File: src/rtl/eviction_write_buffer.sv
// rtl/eviction_write_buffer.sv - single-entry victim/write-back buffer between cache and memory
module eviction_write_buffer #(
    parameter int ADDR_W   = 16,
    parameter int LINE_W   = 128,
    parameter int OFFSET_W = 4
) (
    input  logic              clk,
    input  logic              rst,
    input  logic              cache_read,
    input  logic              cache_write,
    input  logic [ADDR_W-1:0] cache_address,
    input  logic [LINE_W-1:0] cache_wdata,
    output logic [LINE_W-1:0] cache_rdata,
    output logic              cache_resp,
    output logic              pmem_read,
    output logic              pmem_write,
    output logic [ADDR_W-1:0] pmem_address,
    output logic [LINE_W-1:0] pmem_wdata,
    input  logic [LINE_W-1:0] pmem_rdata,
    input  logic              pmem_resp
);
    localparam int TAG_W = ADDR_W - OFFSET_W;

    typedef enum logic [1:0] {S_IDLE, S_FILL, S_DRAIN, S_RESP} state_t;

    state_t            r_state;
    logic              r_buf_valid;
    logic [TAG_W-1:0]  r_buf_addr;
    logic [TAG_W-1:0]  r_fill_addr;
    logic [LINE_W-1:0] r_buf_data;
    logic [LINE_W-1:0] r_rdata;
    logic              r_resp;
    logic              r_pmem_read;
    logic              r_pmem_write;

    logic [TAG_W-1:0]  w_line;
    logic              w_hit;
    logic              w_unused_offset;

    assign w_line          = cache_address[ADDR_W-1:OFFSET_W];
    assign w_hit           = r_buf_valid && (w_line == r_buf_addr);
    assign w_unused_offset = ^cache_address[OFFSET_W-1:0];

    // Read wins over write; a write that misses a valid buffer (or no request at all)
    // sends the buffered line to memory first, the write is re-evaluated afterwards.
    always_ff @(posedge clk) begin
        if (rst) begin
            r_state      <= S_IDLE;
            r_buf_valid  <= 1'b0;
            r_buf_addr   <= '0;
            r_fill_addr  <= '0;
            r_buf_data   <= '0;
            r_rdata      <= '0;
            r_resp       <= 1'b0;
            r_pmem_read  <= 1'b0;
            r_pmem_write <= 1'b0;
        end else begin
            r_resp <= 1'b0;
            case (r_state)
                S_IDLE: begin
                    if (cache_read && w_hit) begin
                        r_rdata <= r_buf_data;
                        r_resp  <= 1'b1;
                        r_state <= S_RESP;
                    end else if (cache_read) begin
                        r_fill_addr <= w_line;
                        r_pmem_read <= 1'b1;
                        r_state     <= S_FILL;
                    end else if (cache_write && (!r_buf_valid || w_hit)) begin
                        r_buf_data  <= cache_wdata;
                        r_buf_addr  <= w_line;
                        r_buf_valid <= 1'b1;
                        r_resp      <= 1'b1;
                        r_state     <= S_RESP;
                    end else if (r_buf_valid) begin
                        r_pmem_write <= 1'b1;
                        r_state      <= S_DRAIN;
                    end
                end
                S_FILL: begin
                    if (pmem_resp) begin
                        r_rdata     <= pmem_rdata;
                        r_pmem_read <= 1'b0;
                        r_resp      <= 1'b1;
                        r_state     <= S_RESP;
                    end
                end
                S_DRAIN: begin
                    if (pmem_resp) begin
                        r_pmem_write <= 1'b0;
                        r_buf_valid  <= 1'b0;
                        r_state      <= S_IDLE;
                    end
                end
                S_RESP:  r_state <= S_IDLE;
                default: r_state <= S_IDLE;
            endcase
        end
    end

    always_comb begin
        pmem_address = '0;
        if (r_state == S_FILL) begin
            pmem_address = {r_fill_addr, {OFFSET_W{1'b0}}};
        end else if (r_state == S_DRAIN) begin
            pmem_address = {r_buf_addr, {OFFSET_W{1'b0}}};
        end
    end

    assign cache_rdata = r_rdata;
    assign cache_resp  = r_resp;
    assign pmem_read   = r_pmem_read;
    assign pmem_write  = r_pmem_write;
    assign pmem_wdata  = r_buf_data;
endmodule

File: config.mk
export PLATFORM = sky130hd
export DESIGN_NAME = eviction_write_buffer
export DESIGN_NICKNAME = d
export VERILOG_FILES = /design/src/rtl/eviction_write_buffer.sv
export SDC_FILE = /design/constraint.sdc
export NUM_CORES = 1
export LEC_CHECK = 0
export ABC_CLOCK_PERIOD_IN_PS = 2870
export BUFFER_PORTS_ARGS = -buffer_cell sky130_fd_sc_hd__buf_2
export CAP_MARGIN = 40
export CORE_AREA = 2 2 217 219
export DETAILED_ROUTE_END_ITERATION = 16
export DIE_AREA = 0 0 219 221
export PLACE_DENSITY_LB_ADDON = 0.08
export SYNTH_ARGS = -nofsm -noshare
export SYNTH_HDL_FRONTEND = slang
export SYNTH_SLANG_ARGS = --single-unit
File: constraint.sdc
create_clock -name clk -period 2.87 [get_ports clk]
set_clock_uncertainty 0.05 [all_clocks]
set_input_delay 0.1435 -clock clk [delete_from_list [all_inputs] [get_ports clk]]
set_output_delay 0.1435 -clock clk [all_outputs]
set_load 0.005 [all_outputs]
== Yosys cells after proc, flatten, opt, wreduce, memory -nomap -nowiden ==
Cells that the tools add are included.
Word-level totals
  flip-flop bits (word level): 286
  input port bits: 277
  word-level logic and storage cells: 70
Operators by class
  equality and inequality tests: 14
  mux-type cells: 30
  bitwise logic cells: 2
  reduce and logical (&&, ||, !) cells: 15
Operators by type and width (count)
  2-to-1 mux 128 bit: 2
  one-hot mux 128 bit (2 select lines): 1
  2-to-1 mux 16 bit: 2
  inequality test 2 bit, second input constant: 9
  2-to-1 mux 1 bit: 14
  == test 12 bit: 1
  2-to-1 mux 2 bit: 6
  AND reduction 3 bit: 3
  one-hot mux 1 bit (2 select lines): 4
  one-hot mux 2 bit (4 select lines): 1
  AND reduction 4 bit: 2
  AND reduction 6 bit: 1
  inequality test 5 bit, second input constant: 1
  AND reduction 5 bit: 1
  == test 2 bit, second input constant: 2
  nonzero test 2 bit: 2
  logical AND 1 bit: 3
  == test 2 x 1 -> 1 bit, second input constant: 1
  logical NOT 2 bit: 1
  inverter 1 bit: 2
  logical NOT 1 bit: 1
  logical OR 1 bit: 1

== Depth between registers and ports, before layout ==
Gate-level depths: netlist (run 1).
  word-level depth: 8
  gate-level depth with buffers: 8

== Worst setup path after synthesis (run 1) ==
Ideal clock, no wire load.
  kind: register to register
  start point: reg r_state[0]
  end point: reg r_rdata[100] (netlist: cache_rdata[100])
  data arrival time: 1726 ps
  slack: 966 ps
  stages on the path, launching flop included: 9
  cells stage by stage: dfxtp_1 -> buf_2 -> nor2b_1 -> clkbuf_1 -> buf_2 -> buf_2 -> mux2_2 -> a21oi_1 -> o211ai_1
Between the ends
  cells in the longest elaborated chain, start to end: 3
  elaborated cells between the ends (all ways): 7
  those cells by class: 3 x eq/ne; 1 x mux; 3 x reduce/logical
Ends and longest elaborated chain
  from (decl): line 26  | state_t r_state;
  from (signal assigned): line 48  | r_state <= S_IDLE;
  from (signal assigned): line 64  | r_state <= S_RESP;
  from (signal assigned): line 68  | r_state <= S_FILL;
  == test 2 x 1 -> 1 bit or logical NOT 2 bit (tied branches): line 59  | case (r_state)
  inequality test 2 bit (no line) or nonzero test 2 bit (tied branches)
  AND reduction 3 bit (no line)
  to (signal assigned): line 62  | r_rdata <= r_buf_data;
  to (signal assigned): line 82  | r_rdata <= pmem_rdata;
  to (decl): line 31  | logic [LINE_W-1:0] r_rdata;
Parallel ways exist; a longest one is shown, timed or not.
A chain may end at the register's enable or synchronous reset.

== Worst setup path in the final report (run 1) ==
  start point: reg r_buf_addr[0]
  end point: reg r_buf_valid
Between the ends
  cells in the longest elaborated chain, start to end: 6
  elaborated cells between the ends (all ways): 8
  those cells by class: 3 x eq/ne; 5 x reduce/logical
Ends and longest elaborated chain
  from (decl): line 28  | logic [TAG_W-1:0] r_buf_addr;
  from (signal assigned): line 71  | r_buf_addr <= w_line;
  == test 12 bit *: line 41  | assign w_hit = r_buf_valid && (w_line == r_buf_addr);
  logical AND 1 bit *: line 41
  logical OR 1 bit: line 69  | end else if (cache_write && (!r_buf_valid || w_hit)) begin
  logical AND 1 bit: line 69
  inequality test 2 bit (no line)
  AND reduction 5 bit (no line) *
  to (signal assigned): line 49  | r_buf_valid <= 1'b0;
  to (signal assigned): line 72  | r_buf_valid <= 1'b1;
  to (signal assigned): line 91  | r_buf_valid <= 1'b0;
  to (decl): line 27  | logic r_buf_valid;
Every way passes the cells marked *; elsewhere a longest branch is shown, timed or not.

==> results of run 1 <==
## report_power, final
part | internal (mW) | switching, mW | total, mW
Combinational | 1.19 | 1.23 | 2.41
Clock | 2.54 | 1.81 | 4.35
Sequential | 4.20 | 0.172 | 4.37
Total | 7.92 | 3.21 | 11.1
## area by class of cell
| type | count | area (sq um) |
|---|---|---|
| Sequential cell | 286 | 5730 |
| Inverter | 2 | 7.51 |
| Clock buffer | 55 | 1060 |
| Multi-Input combinational cell | 1408 | 8990 |
| Clock inverter | 5 | 27.5 |
| Timing Repair Buffer | 844 | 5920 |
| Fill cell | 4362 | 23600 |
| Tap cell | 607 | 759 |
## worst paths after layout
| path | end | slack [ns] | depth (start not counted) | startpoint |
|---|---|---|---|---|
| worst max register to register | r_buf_valid$_SDFFE_PP0P_ | 0.25 | 7 | r_buf_addr[0]$_SDFFE_PP0P_ |
| worst min register to register | pmem_read$_SDFFE_PP0P_ | 0.40 | 2 | pmem_read$_SDFFE_PP0P_ |
| worst min-delay path | cache_rdata[113]$_SDFFE_PP0P_ | 0.04 | 4 | pmem_rdata[113] |
| worst max-delay path | r_buf_valid$_SDFFE_PP0P_ | 0.25 | 7 | r_buf_addr[0]$_SDFFE_PP0P_ |
## metal layers
layer  vias up  global-route usage  part of all wire
li1       7777                   -                 -
met1      7507               0.283              0.42
met2       512               0.402              0.48
met3        94              0.0554             0.071
met4         0              0.0817             0.031
met5         -                   0                 0
## registers in the layout, indices dropped and copies added, names as in the netlist
| register | cells |
|---|---|
| r_state | 2 |
| r_fill_addr | 12 |
| pmem_write | 1 |
| r_buf_valid | 1 |
| r_buf_addr | 12 |
| cache_resp | 1 |
| pmem_wdata | 128 |
| cache_rdata | 128 |
| pmem_read | 1 |
## logic make-up after synthesis
kind of cell    Yosys count  synth area share
xor+xnor                 12           0.00675
mux                     280             0.190
flops                   286             0.368
simple gates            832             0.261
other cells               1          0.000241
compound gates          280             0.116
buf+inv                 173            0.0586
## per-stage QoR
step / worst slack, ns / total power, mW / hold slack, ns / std cells / util
finish: 0.247 / 11.1 / 0.0377 / 3207 / 0.489
global placement: 0.494 / 6.54 / 0.355 / 2872 / 0.405
CTS: 0.215 / 11.3 / 0.000201 / 3207 / 0.489
global route: 0.0340 / 11.6 / 0.0575 / 3207 / 0.489
detailed placement: 0.487 / 6.57 / 0.362 / 2873 / 0.405
floorplan: 0.966 / 5.70 / 0.205 / 1867 / -
## synth_stat cells, types with 2 or more instances
cell | count | area share
nand2b_1 | 292 | 0.12
dfxtp_1 | 286 | 0.37
nand2_1 | 263 | 0.063
mux2i_1 | 152 | 0.098
nor2_1 | 134 | 0.032
a21oi_1 | 132 | 0.042
nand3_1 | 129 | 0.041
o211ai_1 | 129 | 0.062
mux2_2 | 128 | 0.093
clkbuf_1 | 106 | 0.026
buf_2 | 37 | 0.012
a22o_1 | 12 | 0.0068
xnor2_1 | 12 | 0.0068
buf_12 | 11 | 0.014
buf_4 | 10 | 0.0048
buf_1 | 7 | 0.0017
nand4_1 | 3 | 0.0012
inv_1 | 2 | 0.00048
nor2b_1 | 2 | 0.00080
or2_2 | 2 | 0.00080
## worst reg2reg max path, stage by stage (launching register included)
cell	delay, ns
dfxtp_1	0.33
xnor2_1	0.23
nand4_1	0.23
o31ai_2	0.36
nand3_1	0.11
dlygate4sd3_1	0.57
a21oi_1	0.12
dlygate4sd3_1	0.56
## what timing repair did
action / CTS / global route
endpoints found under the hold margin: 284 / 0
gates resized for setup: 0 / 0
hold buffers: 274 / 0
## cells in the final DEF (no fill, tap or decap), types with 4 or more instances in the layout
cell type and instances:
buf_4 7, buf_12 20, clkbuf_16 37, buf_2 542, o211ai_1 129, nor2_1 132
mux2_2 128, a21oi_1 131, xnor2_1 12, dfxtp_1 285, nand3_1 129, clkbuf_8 7
nand2b_1 292, clkbuf_1 11, a22o_1 12, dlygate4sd3_1 274, nand2_1 263, clkinv_2 4
mux2i_1 152, conb_1 4
==> flow_summary_export.csv, run 1 <==
group,metric,value,unit
synthesis,synthDistinctLibCells,35,
cts,cts.htree.levels,2,
global_routing,overflow,0,
detailed_routing,vias_per_cell,4.95,
worst_setup_path,cp.required,3.30,ns
synthesis,ys_ff_latch,286,
placed_design,placed_cell_area,18700,sq um
worst_setup_path,start_kind,"register",
sta,hold_viol,0,
floorplanning,core,46100,sq um
cells_and_area,stdcell_area,22500,sq um
cts,cts_buffer_depth,3,
worst_setup_path,cp_top_family,"buffers and inverters",
global_routing,grt_pass1_vias,15800,
placed_design,gp_congestion,0.793,
cts,clock_latency,0.54,ns
sta,worst_slew_pin_slew,0.989,ns
synthesis,synth_ff_type,"dfxtp_1",
placed_design,portBuffers,543,
detailed_routing,drtPass1Iterations,4,
worst_setup_path,crit_top_cell,"dlygate4sd3_1",
detailed_routing,ant_nets,0,
cts,cts_tree,"yes",
synthesis,avgSynthCellArea,8.35,sq um
synthesis,yosysSeqAreaShare,0.368,
sta,min_period,2.62,ns
cts,cts_root_buffer,"clkbuf_16",
cells_and_area,area_growth,44.6,%
sta,post-route-period-util,0.914,
detailed_routing,drt_iter0_markers,752,
synthesis,async_reset_ff_frac,0,
floorplanning,ios,552,
worst_setup_path,crit_path_end_kind,"register",
sta,fmax,0.381,GHz
synthesis,synthCells,1864,
cts,cts_setup_buffers,0,
sta,rsz0062_at_grt,"no",
sta,finalSetupTns,0,ns
sta,report.final.slew_viol_count,0,
run,maxCapViolations,0,
status,status,"completed",
worst_setup_path,critPathKind,"reg -> reg",
worst_setup_path,worst-path-buf-inv,2,
detailed_routing,routed_wirelength,58.9,mm
global_routing,grt_max_degree,216,
cts,cts_buffers,37,
synthesis,synth_edf_count,0,
detailed_routing,wl_per_cell,18.4,um
sta,relSlewSlack,0.341,
global_routing,grt_usage,0.234,
cts,path_clk_slew,0.05,ns
worst_setup_path,crit_path_max_incr_delay,0.57,ns
detailed_routing,drc,0,
worst_setup_path,cp_max_fo,4,
cells_and_area,fin_nets,2856,
cts,cts.sinks,286,
worst_setup_path,cp.arrival,3.05,ns
floorplanning,die_w,219,um
worst_setup_path,cp_slowest_cell,"dlygate4sd3_1",
floorplanning,rows,79,
floorplanning,die_h,221,um
detailed_routing,via_count,15900,
worst_setup_path,crit_chain,"xnor2_1 -> nand4_1 -> o31ai_2 -> nand3_1 -> dlygate4sd3_1 -> a21oi_1 -> dlygate4sd3_1",
floorplanning,start_util,0.338,
synthesis,yosysWarnings,0,
sta,setup_violations,0,
floorplanning,die-area,48400,sq um
placed_design,place_hpwl,37.6,mm
worst_hold_path,hold_path.class,"in -> reg",
synthesis,synthesis.area,15600,sq um
global_routing,grt_pass1_wl,90.0,mm
global_routing,antenna_found_initial,0,
cells_and_area,final_layout_size_suffix_gt1_frac,0.292,
power,p_per_area,494,nW/um^2
power,ir_worst_vdd,0.346,mV
power,cellLeakagePower,9.31,nW
cells_and_area,n_antenna_cell,0,
No activity file was read; power rests on OpenSTA's default activity.
==> run 2, diff against run 1 <==
--- a/config.mk
+++ b/config.mk
@@ -12,6 +12,7 @@
 export DETAILED_ROUTE_END_ITERATION = 16
 export DIE_AREA = 0 0 219 221
 export PLACE_DENSITY_LB_ADDON = 0.08
+export REMOVE_ABC_BUFFERS = 1
 export SYNTH_ARGS = -nofsm -noshare
 export SYNTH_HDL_FRONTEND = slang
 export SYNTH_SLANG_ARGS = --single-unit
==> run 2 against run 1 <==
Net effect: wire length is 0.43% lower; setup slack worse by 0.11 ns; utilization up 0.15 points; register-to-register slack lost 0.11 ns.
==> flow_summary_export.csv, run 2 (synthesis results as in run 1) <==
group,metric,value,unit
worst_setup_path,crit_path_end_kind,"register",
floorplanning,rows,79,
cells_and_area,nFillCells,4429,
detailed_routing,ant_nets,0,
cells_and_area,utilization,0.490,
power,power_frac_comb,0.203,
sta,hold_viol,0,
sta,worst_slew_pin_slew,0.819,ns
power,power.share.sequential,0.377,
cells_and_area,fin_nets,2853,
floorplanning,die_w,219,um
sta,post-route-period-util,0.952,
detailed_routing,drt_iter0_markers,929,
detailed_routing,routed_wirelength,58.7,mm
cts,cts_tree,"yes",
detailed_routing,drtPass1Iterations,5,
power,power_frac_clock,0.419,
power,p_per_area,513,nW/um^2
detailed_routing,vias_per_cell,4.98,
global_routing,grt_pass1_wl,90.2,mm
sta,relSlewSlack,0.454,
cts,cts_root_buffer,"clkbuf_16",
cells_and_area,layout_commonest_cell,"buf_2",
floorplanning,die_h,221,um
global_routing,antenna_found_initial,2,
cells_and_area,area_growth,45.0,%
power,ir_worst_vdd,0.419,mV
cts,cts_buffers,38,
floorplanning,die-area,48400,sq um
global_routing,grt_pass1_vias,16000,
global_routing,grt_usage,0.233,
power,cellLeakagePower,9.36,nW
power,p_sw,3.27,mW
global_routing,overflow,0,
cts,ctsResizeCount,0,
cts,clock_latency,0.55,ns
detailed_routing,via_count,16000,
sta,setup_violations,0,
floorplanning,start_util,0.338,
sta,rsz0062_at_grt,"no",
power,swShare,0.283,
run,maxCapViolations,0,
sta,fmax,0.366,GHz
placed_design,portBuffers,543,
detailed_routing,drc,0,
worst_setup_path,cp_max_fo,4,
power,p_int,8.30,mW
floorplanning,ios,552,
placed_design,place_hpwl,37.0,mm
power,power,11.6,mW
worst_setup_path,cp.required,3.31,ns
cells_and_area,final_layout_size_suffix_gt1_frac,0.294,
worst_setup_path,start_kind,"register",
cells_and_area,final_cell_mix,"buf_2, nand2b_1, dfxtp_1",
sta,min_period,2.73,ns
worst_setup_path,critPathKind,"reg -> reg",
worst_setup_path,cp.arrival,3.17,ns
cts,cts.htree.levels,2,
cts,path_clk_slew,0.06,ns
cts,cts.sinks,286,
floorplanning,core,46100,sq um
placed_design,gp_congestion,0.794,
status,status,"completed",
global_routing,grt_max_degree,151,
worst_hold_path,hold_path.class,"in -> reg",
sta,report.final.slew_viol_count,0,
cts,cts_buffer_depth,3,
detailed_routing,wl_per_cell,18.3,um
==> run 2: cell types whose count changed in the layout (fill, tap and decap cells not counted) <==
cell           change
dlygate4sd3_1      -1
diode_2            +2
clkbuf_8           +3
clkinvlp_4         -1
inv_6              +1
buf_12             -7
bufinv_16          +1
clkinv_2           +2
clkbuf_16          +4
buf_4              +4
==> run 2: power groups by stage <==
stage,clock (mW),combinational [mW],sequential [mW]
final,4.85,2.35,4.36
after floorplan,0,1.19,4.49
after detailed placement,0,2.06,4.45
after global routing,5.16,2.53,4.40
after global placement,0,2.05,4.43
after CTS,5.00,2.37,4.36
==> run 2: metal layers <==
| layer | GRT usage | part of all wire | vias to the layer above |
|---|---|---|---|
| li1 | - | - | 7782 |
| met1 | 0.280 | 0.42 | 7583 |
| met2 | 0.397 | 0.48 | 516 |
| met3 | 0.0535 | 0.065 | 114 |
| met4 | 0.100 | 0.041 | 0 |
| met5 | 0 | 0 | - |
==> run 2: path summary, 6_finish.rpt <==
check / end / cells after the start / slack (ns) / from
hold reg to reg: pmem_write$_SDFFE_PP0P_ / 2 / 0.43 / pmem_write$_SDFFE_PP0P_
setup reg to reg: r_buf_valid$_SDFFE_PP0P_ / 7 / 0.14 / r_buf_addr[4]$_SDFFE_PP0P_
setup / recovery: r_buf_valid$_SDFFE_PP0P_ / 7 / 0.14 / r_buf_addr[4]$_SDFFE_PP0P_
hold / removal: cache_rdata[33]$_SDFFE_PP0P_ / 4 / 0.07 / rst
==> run 2: what timing repair did <==
item | in CTS | in global routing
hold buffers | 273 | 0
hold endpoints to repair | 286 | 0
buffers inserted | 0 | 0
==> run 2: stage by stage <==
| stage | instance area [sq um] | setup TNS, ns | cells | setup WS (ns) | hold WS [ns] |
|---|---|---|---|---|---|
| 5_1_grt | 22600 | 0 | 3215 | 0.0249 | 0.116 |
| 4_1_cts | 22600 | 0 | 3213 | 0.177 | 0.0756 |
| 2_1_floorplan | 14700 | -1648.13 | 1696 | -7.49 | 0.163 |
| 3_3_place_gp | 18600 | 0 | 2870 | 0.548 | 0.354 |
| 6_report | 22600 | 0 | 3215 | 0.137 | 0.0729 |
| 3_5_place_dp | 18600 | 0 | 2870 | 0.530 | 0.361 |
==> run 2: worst max-delay path, stage by stage (launching register included) <==
cell and delay, ns:
dfxtp_1 0.37, xnor2_1 0.15, nand4_1 0.26, o31ai_2 0.46, nand3_1 0.12, dlygate4sd3_1 0.58, a21oi_1 0.12, dlygate4sd3_1 0.57
==> run 2: layout make-up <==
cell class	count	area (sq um)	share of cell area
clock buffers	62	1200	0.0534
repair buffers	840	5800	0.257
multi-input cells	1408	8990	0.398
well taps	607	759	0.0336
inverters	2	7.51	0.000333
clock inverters	8	68.8	0.00305
flip-flops and latches	286	5730	0.254
diodes	2	5.00	0.000222
